### config.mk
export PLATFORM = sky130hd
export DESIGN_NAME = frame_buffer_arbiter
export DESIGN_NICKNAME = d
export VERILOG_FILES = /design/src/rtl/frame_buffer_arbiter.sv
export SDC_FILE = /design/constraint.sdc
export NUM_CORES = 1
export LEC_CHECK = 0
export CAP_MARGIN = 20
export CORE_ASPECT_RATIO = 0.9
export CORE_MARGIN = 5
export CORE_UTILIZATION = 25
export DETAILED_ROUTE_END_ITERATION = 12
export PLACE_DENSITY = 0.53
export SLEW_MARGIN = 20
export SYNTH_ARGS = -nofsm -noshare
export SYNTH_HDL_FRONTEND = slang
export SYNTH_SLANG_ARGS = --single-unit
### constraint.sdc
create_clock -name clk -period 5.3 [get_ports clk]
set_clock_uncertainty 0.15 [all_clocks]
set_input_delay 0.795 -clock clk [delete_from_list [all_inputs] [get_ports clk]]
set_output_delay 0.795 -clock clk [all_outputs]
set_load 0.02 [all_outputs]
### src/rtl/frame_buffer_arbiter.sv
// frame_buffer_arbiter
// Owns the single-port pixel frame-buffer RAM and shares it between the
// decoder write stream and the display scan-out read port. Reads have
// priority. A pending write is forced through after MAX_STARVE consecutive
// lost cycles, so the decoder always makes progress. The write side walks a
// write pointer across one frame, framed by frame_start / frame_done.
module frame_buffer_arbiter #(
    parameter int DATA_W       = 3,
    parameter int ADDR_W       = 15,
    parameter int FRAME_PIXELS = 19200,
    parameter int RAM_LATENCY  = 1,
    parameter int MAX_STARVE   = 4
) (
    input  logic              clk,
    input  logic              rst,
    input  logic              frame_start,
    input  logic [DATA_W-1:0] pixel_data,
    input  logic              pixel_valid,
    output logic              pixel_ready,
    input  logic              rd_req,
    input  logic [ADDR_W-1:0] rd_addr,
    output logic              rd_ready,
    output logic              rd_valid,
    output logic [DATA_W-1:0] rd_data,
    output logic              mem_en,
    output logic              mem_we,
    output logic [ADDR_W-1:0] mem_addr,
    output logic [DATA_W-1:0] mem_wdata,
    input  logic [DATA_W-1:0] mem_rdata,
    output logic [ADDR_W-1:0] wr_ptr,
    output logic              frame_done
);

    // One stage for the RAM-issue cycle plus one per cycle of RAM latency.
    localparam int PIPE_D   = RAM_LATENCY + 1;
    localparam int STARVE_W = $clog2(MAX_STARVE + 1);

    localparam logic [ADDR_W-1:0]   LAST_ADDR  = ADDR_W'(FRAME_PIXELS - 1);
    // One extra bit so a frame that fills the whole address space still
    // compares correctly.
    localparam logic [ADDR_W:0]     FRAME_LIM  = (ADDR_W + 1)'(FRAME_PIXELS);
    localparam logic [STARVE_W-1:0] STARVE_MAX = STARVE_W'(MAX_STARVE);

    typedef enum logic [1:0] {
        IDLE = 2'd0,
        FILL = 2'd1,
        DONE = 2'd2
    } state_t;

    state_t              state_q, state_d;
    logic [ADDR_W-1:0]   wr_ptr_q, wr_ptr_d;
    logic [STARVE_W-1:0] starve_cnt_q, starve_cnt_d;
    logic                frame_done_q, frame_done_d;

    logic                mem_en_q, mem_en_d;
    logic                mem_we_q, mem_we_d;
    logic [ADDR_W-1:0]   mem_addr_q, mem_addr_d;
    logic [DATA_W-1:0]   mem_wdata_q, mem_wdata_d;

    // Read-return pipeline: a valid flag and an in-range flag per stage.
    logic [PIPE_D-1:0]   rd_pipe_vld_q, rd_pipe_vld_d;
    logic [PIPE_D-1:0]   rd_pipe_inr_q, rd_pipe_inr_d;
    logic                rd_valid_q, rd_valid_d;
    logic [DATA_W-1:0]   rd_data_q, rd_data_d;

    logic in_fill;
    logic wr_cand;
    logic force_wr;
    logic rd_win;
    logic wr_acc;
    logic rd_acc;
    logic rd_in_range;

    // Per-cycle arbitration of the single RAM slot.
    always_comb begin
        in_fill     = (state_q == FILL);
        wr_cand     = in_fill & pixel_valid & ~frame_start;
        force_wr    = wr_cand & (starve_cnt_q == STARVE_MAX);
        rd_win      = rd_req & ~force_wr;
        rd_ready    = rd_win & ~rst;
        pixel_ready = in_fill & ~frame_start & ~rd_win & ~rst;
        wr_acc      = pixel_valid & pixel_ready;
        rd_acc      = rd_req & rd_ready;
        rd_in_range = ({1'b0, rd_addr} < FRAME_LIM);
    end

    // Frame sequencing: next state, write pointer and done pulse.
    always_comb begin
        state_d      = state_q;
        wr_ptr_d     = wr_ptr_q;
        // The done pulse is the registered image of the DONE state, so it
        // lands the cycle after the final RAM write.
        frame_done_d = (state_q == DONE);
        case (state_q)
            IDLE: begin
                if (frame_start) begin
                    state_d  = FILL;
                    wr_ptr_d = '0;
                end
            end
            FILL: begin
                if (frame_start) begin
                    wr_ptr_d = '0;
                end else if (wr_acc) begin
                    if (wr_ptr_q == LAST_ADDR) begin
                        state_d  = DONE;
                        wr_ptr_d = '0;
                    end else begin
                        wr_ptr_d = wr_ptr_q + ADDR_W'(1);
                    end
                end
            end
            DONE: begin
                state_d = IDLE;
                if (frame_start) begin
                    state_d  = FILL;
                    wr_ptr_d = '0;
                end
            end
            default: begin
                state_d  = IDLE;
                wr_ptr_d = '0;
            end
        endcase
    end

    // Starvation counter: counts consecutive cycles a ready write lost to a read.
    always_comb begin
        starve_cnt_d = '0;
        if (wr_cand && rd_win) begin
            if (starve_cnt_q == STARVE_MAX) begin
                starve_cnt_d = STARVE_MAX;
            end else begin
                starve_cnt_d = starve_cnt_q + STARVE_W'(1);
            end
        end
    end

    // RAM command for the next cycle; address and data hold when idle.
    always_comb begin
        mem_en_d    = 1'b0;
        mem_we_d    = 1'b0;
        mem_addr_d  = mem_addr_q;
        mem_wdata_d = mem_wdata_q;
        if (wr_acc) begin
            mem_en_d    = 1'b1;
            mem_we_d    = 1'b1;
            mem_addr_d  = wr_ptr_q;
            mem_wdata_d = pixel_data;
        end else if (rd_acc && rd_in_range) begin
            mem_en_d   = 1'b1;
            mem_addr_d = rd_addr;
        end
    end

    // Read pipeline shift: stage 0 is the accept, later stages track latency.
    assign rd_pipe_vld_d[0] = rd_acc;
    assign rd_pipe_inr_d[0] = rd_in_range;

    genvar gi;
    generate
        for (gi = 1; gi < PIPE_D; gi++) begin : g_rd_pipe
            assign rd_pipe_vld_d[gi] = rd_pipe_vld_q[gi-1];
            assign rd_pipe_inr_d[gi] = rd_pipe_inr_q[gi-1];
        end
    endgenerate

    // Read return: capture RAM data, or zero for out-of-range requests.
    always_comb begin
        rd_valid_d = rd_pipe_vld_q[PIPE_D-1];
        rd_data_d  = rd_data_q;
        if (rd_pipe_vld_q[PIPE_D-1]) begin
            rd_data_d = rd_pipe_inr_q[PIPE_D-1] ? mem_rdata : '0;
        end
    end

    // All state and registered outputs; reset flushes in-flight reads.
    always_ff @(posedge clk) begin
        if (rst) begin
            state_q       <= IDLE;
            wr_ptr_q      <= '0;
            starve_cnt_q  <= '0;
            frame_done_q  <= 1'b0;
            mem_en_q      <= 1'b0;
            mem_we_q      <= 1'b0;
            mem_addr_q    <= '0;
            mem_wdata_q   <= '0;
            rd_pipe_vld_q <= '0;
            rd_pipe_inr_q <= '0;
            rd_valid_q    <= 1'b0;
            rd_data_q     <= '0;
        end else begin
            state_q       <= state_d;
            wr_ptr_q      <= wr_ptr_d;
            starve_cnt_q  <= starve_cnt_d;
            frame_done_q  <= frame_done_d;
            mem_en_q      <= mem_en_d;
            mem_we_q      <= mem_we_d;
            mem_addr_q    <= mem_addr_d;
            mem_wdata_q   <= mem_wdata_d;
            rd_pipe_vld_q <= rd_pipe_vld_d;
            rd_pipe_inr_q <= rd_pipe_inr_d;
            rd_valid_q    <= rd_valid_d;
            rd_data_q     <= rd_data_d;
        end
    end

    assign mem_en     = mem_en_q;
    assign mem_we     = mem_we_q;
    assign mem_addr   = mem_addr_q;
    assign mem_wdata  = mem_wdata_q;
    assign rd_valid   = rd_valid_q;
    assign rd_data    = rd_data_q;
    assign wr_ptr     = wr_ptr_q;
    assign frame_done = frame_done_q;

endmodule

# After elaboration in Yosys (flattened, before gate mapping)
# Cells that the tools add are included.
# word_totals
input_bits	26
out_inout_bits	42
latch_bits	0
mem_count	0
romBits	0
regBits	49
wordCells	68
ram_bits	0
# classes
div	0
add_sub_neg	2
n_bitwise	15
n_mul	0
n_eq_ne	10
order_cmp	1
n_shift	0
n_reduce_logical	9
n_mux	18
# op_table
cell	n
15-bit 2-to-1 mux	6
15-bit one-hot mux with 2 select lines	1
15-bit by 1-bit adder with 15-bit output, second input constant	1
15-bit == test, second input constant	1
15-bit < comparator, second input constant	1
1-bit bitwise AND	10
2-bit 2-to-1 mux	4
3-bit 2-to-1 mux	2
2-bit by 1-bit != test with 1-bit output, second input constant	3
2-bit one-hot mux with 3 select lines	1
1-bit inverter	5
1-bit 2-to-1 mux	4
2-bit != test, second input constant	2
4-bit AND reduction	1
2-bit OR reduction	2
3-bit by 1-bit adder with 3-bit output, second input constant	1
3-bit == test, second input constant	1
3-bit by 2-bit != test with 1-bit output, second input constant	1
3-bit OR reduction	1
2-bit by 1-bit == test with 1-bit output, second input constant	1
2-bit == test, second input constant	1
1-bit logical AND	2
2-bit logical NOT	1
2-bit AND reduction	1
2-bit nonzero test	1

# Longest topological paths before layout
# Gate-level depths: netlist of the first run.
# depth
ltp_word	13
ltp_mapped	8
depth_no_buf	7

# Least setup slack after synthesis of the first run
# OpenSTA, ideal clock, no wires.
# synth_path
path_kind	in2out
from	in frame_start
to	out pixel_ready
t_arrival_ns	1.844
path_slack_ns	2.511
t_required_ns	4.355
path_stages	3
path_cell_list	or3b_1 -> buf_2 -> a211oi_1
# synth_between
elab_chain_len	8
elab_cells_between_ends	9
classes_between	bitwise (9)
# synth_rtl
element	line_no	source
start, declared	16	input logic frame_start,
1-bit inverter *	77, 81	
1-bit bitwise AND	77	wr_cand = in_fill & pixel_valid & ~frame_start;
1-bit bitwise AND	78	force_wr = wr_cand & (starve_cnt_q == STARVE_MAX);
1-bit inverter	79	rd_win = rd_req & ~force_wr;
1-bit bitwise AND	79	
1-bit inverter	81	pixel_ready = in_fill & ~frame_start & ~rd_win & ~rst;
1-bit bitwise AND * (2 in series)	81	
end, declared	19	output logic pixel_ready,
# Every way passes the cells marked *; elsewhere a longest branch is shown, timed or not.

# Final worst setup path of the first run
# layout_path
from	in frame_start
to	out rd_ready
# layout_between
elab_chain_len	6
# layout_rtl
element	line_no	source
1-bit inverter	77	
1-bit bitwise AND	77	
1-bit bitwise AND	78	
1-bit inverter	79	
1-bit bitwise AND	79	
1-bit bitwise AND	80	rd_ready = rd_win & ~rst;
end, declared	22	output logic rd_ready,
# No other way between the ends.

==> metrics.txt, run 1 <==
sequential fraction of the synthesis area 0.438; clk slew on worst S/H paths approximately 0.090 ns; Max Root-Sink Buffers 2; Hold Path Class flip-flop to flip-flop; clock sink count 49; cell family with most CP delay buffers and inverters; detailed-route via count 2100; data arrival time of the worst path 2.75 ns; Net Count, Synth 274; Final period util 0.696; yosys warns 0; critical-path cell list clkdlybuf4s50_1 -> or3b_1 -> o21ai_1 -> nor2_1 -> clkdlybuf4s50_1; Die X 110 microns; Fin. Hold Viols 0; max-slew violations 0; gr usage total 0.126; startpoint type of the worst setup path input pin; unrepaired setup endpoints after global routing no; DIE AREA 11000 sq um; Area contributors post-synth dfxtp_1, o221a_1, a21oi_1; status completed; number of setup violations in the final report 0; fin crit period 3.69 ns; WL per Instance 16.1 microns; port buffer count 67; most frequent cells in the layout clkdlybuf4s50_1, dfxtp_1, nand2_1, nand3_1, a21oi_1; WL final around 7000 microns; Worst Path Buf+Inv 2; num rows 32; total gr overflow 0; number of enable flip-flop cells after synthesis 0; async set-or-reset flop fraction in the synthesized netlist 0; final antenna-violating net count 0; worst setup margin ~1.6 ns; Max Fanout on Critical Path 8; Post-route DRC 0; IO Pins 68; share of cells above drive strength 1 0.0752; #FFs+latches synth 49; placer's final routability congestion estimate ~0.75; first-pass GRT wire length 11000 microns; Max-cap violations 0; Pwr Density 238 nW/um^2; Yosys top cell area share 0.438; Die Span Y 99.8 microns; diodes inserted 0; Detailed Place HPWL ~4900 microns; Avg Vias per Cell 4.94; Setup WS pre-CTS 1.57 ns; post-synthesis cell count 245; initial antenna violation count 0; vias in the first global route 2106; Worst-Margin Slew 0.905 ns; most used cell, CP clkdlybuf4s50_1; normalized max-slew margin 0.395; Setup CP Type input pin to output port; post-CTS setup buffers 0; Layout area overhead 37.4%; pin count of the biggest net entering global routing 33; Setup TNS 0 ns; initial core utilization 0.259; Mapped Area 2240 sq um; most common cell after layout, fill and taps aside clkdlybuf4s50_1; clk_lat worst skew 0.31 ns; Max Clock Freq 271 MHz; syn avg cell area 9.15 sq um; H-tree depth 2; hold-fix buffers at CTS 0; Max stage delay on crit path 0.55 ns; initial DRC count 82; CTS tree built; Root Buffer clkbuf_8; WP data required 4.36 ns; nets@finish around 330; Top FF cell, synth dfxtp_1; critical path's slowest cell clkdlybuf4s50_1; post-cts sizing count 0; Worst Setup End Kind output port; VDD IR-drop max 112 uV; CTS buffer count 5; drt first pass iters 4; Core Box Area about 8600 sq um; Leakage 1.03 nW; Cell variety after synth 54; post-synth top area cell dfxtp_1
## sequential cells by signal (all words and copies together) (netlist names)
signal,flops
mem_we,1
rd_data,3
mem_en,1
mem_addr,15
rd_valid,1
mem_wdata,3
frame_done,1
rd_pipe_vld_q,2
rd_pipe_inr_q,2
wr_ptr,15
starve_cnt_q,3
state_q,2
## cells in the mapped netlist (6+ instances only)
| cell type | instances |
|---|---|
| a21oi_1 | 16 |
| a31oi_1 | 10 |
| clkbuf_1 | 7 |
| dfxtp_1 | 49 |
| inv_1 | 10 |
| nand2_1 | 20 |
| nand3_1 | 16 |
| nand4_1 | 7 |
| nand4b_1 | 6 |
| nor2_1 | 12 |
| o21a_1 | 10 |
| o221a_1 | 12 |
## final timing paths
| path | start | endpoint | slack [ns] | depth (start not counted) |
|---|---|---|---|---|
| setup / recovery | frame_start | rd_ready | 1.61 | 5 |
| hold / removal | starve_cnt_q[0] | starve_cnt_q[0] | 0.30 | 1 |
| setup reg to reg | wr_ptr[0] | wr_ptr[5] | 2.77 | 5 |
| hold reg to reg | starve_cnt_q[0] | starve_cnt_q[0] | 0.30 | 1 |
## logic make-up (layout without fill, tap and decap cells)
group / Yosys count / count (layout) / synth area share
AND/OR/NAND/NOR: 92 / 92 / 0.243
flip-flops: 49 / 49 / 0.438
AO/OA/AOI/OAI: 74 / 74 / 0.245
buffers and inverters: 27 / 88 / 0.0570
adder cells (fa/ha/maj): 3 / 3 / 0.0168
## layout make-up
| cell class | instances | area, sq um |
|---|---|---|
| flip-flops and latches | 49 | 981 |
| multi-input cells | 169 | 1130 |
| repair buffers | 69 | 686 |
| inverters | 11 | 41.3 |
| fillers | 942 | 5570 |
| well taps | 119 | 149 |
| clock inverters | 3 | 21.3 |
| clock buffers | 5 | 68.8 |
## through the flow
stage	utilization	instance area (sq um)	power, mW	cells	hold WS, ns
6_report	0.356	3080	0.733	425	0.296
5_1_grt	0.356	3080	0.767	425	0.317
4_1_cts	0.356	3080	0.741	425	0.301
3_5_place_dp	0.346	2990	0.509	417	0.277
3_3_place_gp	0.346	2990	0.509	417	0.268
2_1_floorplan	-	2240	0.452	245	0.264
## per-layer routing
layer / up-vias / part of all wire / GRT usage
met5: - / 0 / 0
met4: 0 / 0.0086 / 0.0240
met3: 7 / 0.057 / 0.0379
met2: 67 / 0.46 / 0.196
met1: 991 / 0.48 / 0.173
li1: 1035 / - / -
## power breakdown
part / switching (mW) / total, mW / internal, mW
Sequential: 0.00854 / 0.390 / 0.382
Clock: 0.139 / 0.233 / 0.0940
Combinational: 0.0529 / 0.109 / 0.0562
(Power assumes the default switching activity.)
==> run 2: changes to the inputs <==
--- a/config.mk
+++ b/config.mk
@@ -10,7 +10,7 @@
 export CORE_MARGIN = 5
 export CORE_UTILIZATION = 25
 export DETAILED_ROUTE_END_ITERATION = 12
-export PLACE_DENSITY = 0.53
+export PLACE_DENSITY = 0.55
 export SLEW_MARGIN = 20
 export SYNTH_ARGS = -nofsm -noshare
 export SYNTH_HDL_FRONTEND = slang
==> constraint.sdc (replaced) <==
create_clock -name clk -period 3.34 [get_ports clk]
set_clock_uncertainty 0.15 [all_clocks]
set_input_delay 0.501 -clock clk [delete_from_list [all_inputs] [get_ports clk]]
set_output_delay 0.501 -clock clk [all_outputs]
set_load 0.02 [all_outputs]
==> run 2 against run 1 <==
Non-clock buffer count increased by 5. Clock power rose by 61%. Register-to-register slack got worse by 1.7 ns. Setup slack lost 1.2 ns. Critical path depth shrank 1. Clock-buffer cell count did not move. Combinational power grew 60%. Hold slack got worse by 0.0086 ns. Cell area is 1.3% higher. First-iteration DRC count increased by 49%. Critical path type unchanged. Critical endpoint is now pixel_ready. Largest cell class unchanged. Largest power group unchanged. Highest routed layer unchanged.
==> metrics.txt, run 2 (synthesized netlist as in run 1, its figures left out) <==
share of cells above drive strength 1 0.0900 (+0.0149); H-tree depth 2 (unchanged); top sig layer met4; number of setup violations in the final report 0 (unchanged); Multi-input gate area 1130 sq um (unchanged); register area 981 sq um (unchanged); Die X 110 microns (unchanged); pin count of the biggest net entering global routing 28 (-15%); Worst Setup End Kind output port; Core Box Area 8650 sq um (unchanged); total gr overflow 0 (unchanged); met3 WL post-DR 362 microns (-6.9%); VDD IR-drop max 161 uV (+44%); Worst R2R Setup Slack 1.03 ns (-1.74 ns); Pwr Density 375 nW/um^2 (+57%); IO Pins 68 (unchanged); critical path's slowest cell clkdlybuf4s50_1; Max Root-Sink Buffers 2 (unchanged); Max stage delay on crit path 0.64 ns (+0.09 ns); fin crit period about 3.0 ns; hold-fix buffers at CTS 0 (unchanged); startpoint type of the worst setup path input pin; Die Span Y 99.8 microns (unchanged); Root Buffer clkbuf_8; max-slew violations 0 (unchanged); clk_lat worst skew 0.31 ns (about the same); WL met1 3190 microns (-2.0%); clock sink count 49 (unchanged); clk slew on worst S/H paths 0.11 ns (+0.02 ns); post-CTS setup buffers 0 (unchanged); Final period util 0.885; normalized max-slew margin 0.585 (+0.190); crit path from frame_start; WP data required 2.69 ns (-1.67 ns); Setup CP Type input pin to output port; Avg Vias per Cell 4.93 (-0.32%); final antenna-violating net count 0 (unchanged); CTS tree built; Worst Reg-to-Reg Cells 5 (unchanged); Worst Setup EP pixel_ready; status completed; num rows 32 (unchanged); vias in the first global route 2045 (-2.9%); gr usage total 0.123 (-0.00239); WL per Instance 15.8 microns (-2.0%); met2 wire length 3200 microns (+2.1%); most frequent cells in the layout clkdlybuf4s50_1, dfxtp_1, nand2_1, nand3_1, a21oi_1; first-pass GRT wire length 10700 microns (-2.9%); Post-route DRC 0 (unchanged); Worst-Margin Slew 0.623 ns (-0.283 ns); post-cts sizing count 0 (unchanged); most used cell, CP clkdlybuf4s50_1; dpl cell area 3030 sq um (+1.3%); unrepaired setup endpoints after global routing no; critical-path cell list clkdlybuf4s50_1 -> or3b_1 -> a211oi_1 -> clkdlybuf4s50_1; detailed-route via count 2118 (+0.86%); diodes inserted 0 (unchanged); placer's final routability congestion estimate 0.758 (+1.2%); Max Clock Freq ~340 MHz; Reg-to-Reg Start wr_ptr[0]; port buffer count 67 (unchanged); Max Fanout on Critical Path 4 (-4); DIE AREA 11000 sq um (unchanged); WL final 6780 microns (-0.82%); drt first pass iters 4 (unchanged); Setup TNS 0 ns (unchanged); initial antenna violation count 0 (unchanged); Filler Cell Count 915 (-2.9%); Layout area overhead 39.3%; most common cell after layout, fill and taps aside clkdlybuf4s50_1; Leakage 1.05 nW (+2.3%); initial core utilization 0.259 (unchanged); initial DRC count 122 (+49%); Max-cap violations 0 (unchanged); Fin. Hold Viols 0 (unchanged); CTS buffer count 5 (unchanged); Hold Path Class flip-flop to flip-flop; FF-to-FF End wr_ptr[14]; Final Cell Area 3120 sq um (+1.3%); Detailed Place HPWL 4950 microns (+1.8%); nets@finish 339 (+1.5%); data arrival time of the worst path 2.30 ns (-0.45 ns)
## run 2: cell type report
type / count / area share
inverters: 11 / 0.0132
clock buffers: 5 / 0.0221
clock inverters: 3 / 0.00802
repair buffers: 74 / 0.232
multi-input cells: 169 / 0.363
well taps: 119 / 0.0477
flip-flops and latches: 49 / 0.314
## run 2: worst min-delay path by stage
| stage | end | startpoint | cells after the start |
|---|---|---|---|
| 2_1_floorplan | rd_pipe_inr_q[1] | rd_pipe_inr_q[0] | 1 |
| 3_3_place_gp | rd_pipe_inr_q[1] | rd_pipe_inr_q[0] | 1 |
| 3_5_place_dp | rd_pipe_vld_q[1] | rd_pipe_vld_q[0] | 1 |
| 4_1_cts | rd_pipe_vld_q[1] | rd_pipe_vld_q[0] | 1 |
| 5_1_grt | rd_pipe_vld_q[1] | rd_pipe_vld_q[0] | 1 |
| 6_report | rd_pipe_vld_q[1] | rd_pipe_vld_q[0] | 1 |
## run 2: report_power, final
| group | total (mW) | leakage, nW | internal, mW | switching [mW] |
|---|---|---|---|---|
| Combinational | 0.174 | 0.606 | 0.0914 | 0.0830 |
| Clock | 0.375 | 0.0447 | 0.152 | 0.223 |
| Sequential | 0.620 | 0.399 | 0.606 | 0.0141 |
| Total | 1.17 | 1.05 | 0.849 | 0.320 |
## run 2: routing by layer
metal | track usage | vias to the layer above
met2 | 0.201 | 62
met3 | 0.0251 | 2
met5 | 0 | -
met1 | 0.170 | 1003
li1 | - | 1051
met4 | 0.0230 | 0
## run 2: critical path: cells and delay by family
| kind | cells | cell delay [ns] |
|---|---|---|
| buffers and inverters | 2 | 1.13 |
| AOI/OAI and AO/OA | 1 | 0.23 |
| and+or+nand+nor | 1 | 0.44 |
## run 2: through the flow
step / setup WS, ns / hold slack (ns) / utilization / std cells / power, mW
after floorplan: 1.09 / 0.264 / - / 245 / 0.717
after global placement: 0.414 / 0.266 / 0.350 / 422 / 0.809
after detailed placement: 0.373 / 0.278 / 0.350 / 422 / 0.809
after CTS: 0.364 / 0.300 / 0.361 / 430 / 1.19
after global routing: 0.287 / 0.311 / 0.361 / 430 / 1.22
final: 0.385 / 0.287 / 0.361 / 430 / 1.17
==> run 3: changes to the inputs <==
--- a/config.mk
+++ b/config.mk
@@ -5,7 +5,6 @@
 export SDC_FILE = /design/constraint.sdc
 export NUM_CORES = 1
 export LEC_CHECK = 0
-export CAP_MARGIN = 20
 export CORE_ASPECT_RATIO = 0.9
 export CORE_MARGIN = 5
 export CORE_UTILIZATION = 25
==> results of run 3 <==
Same layout as run 2: the final DEF is identical, and so are final timing and power.
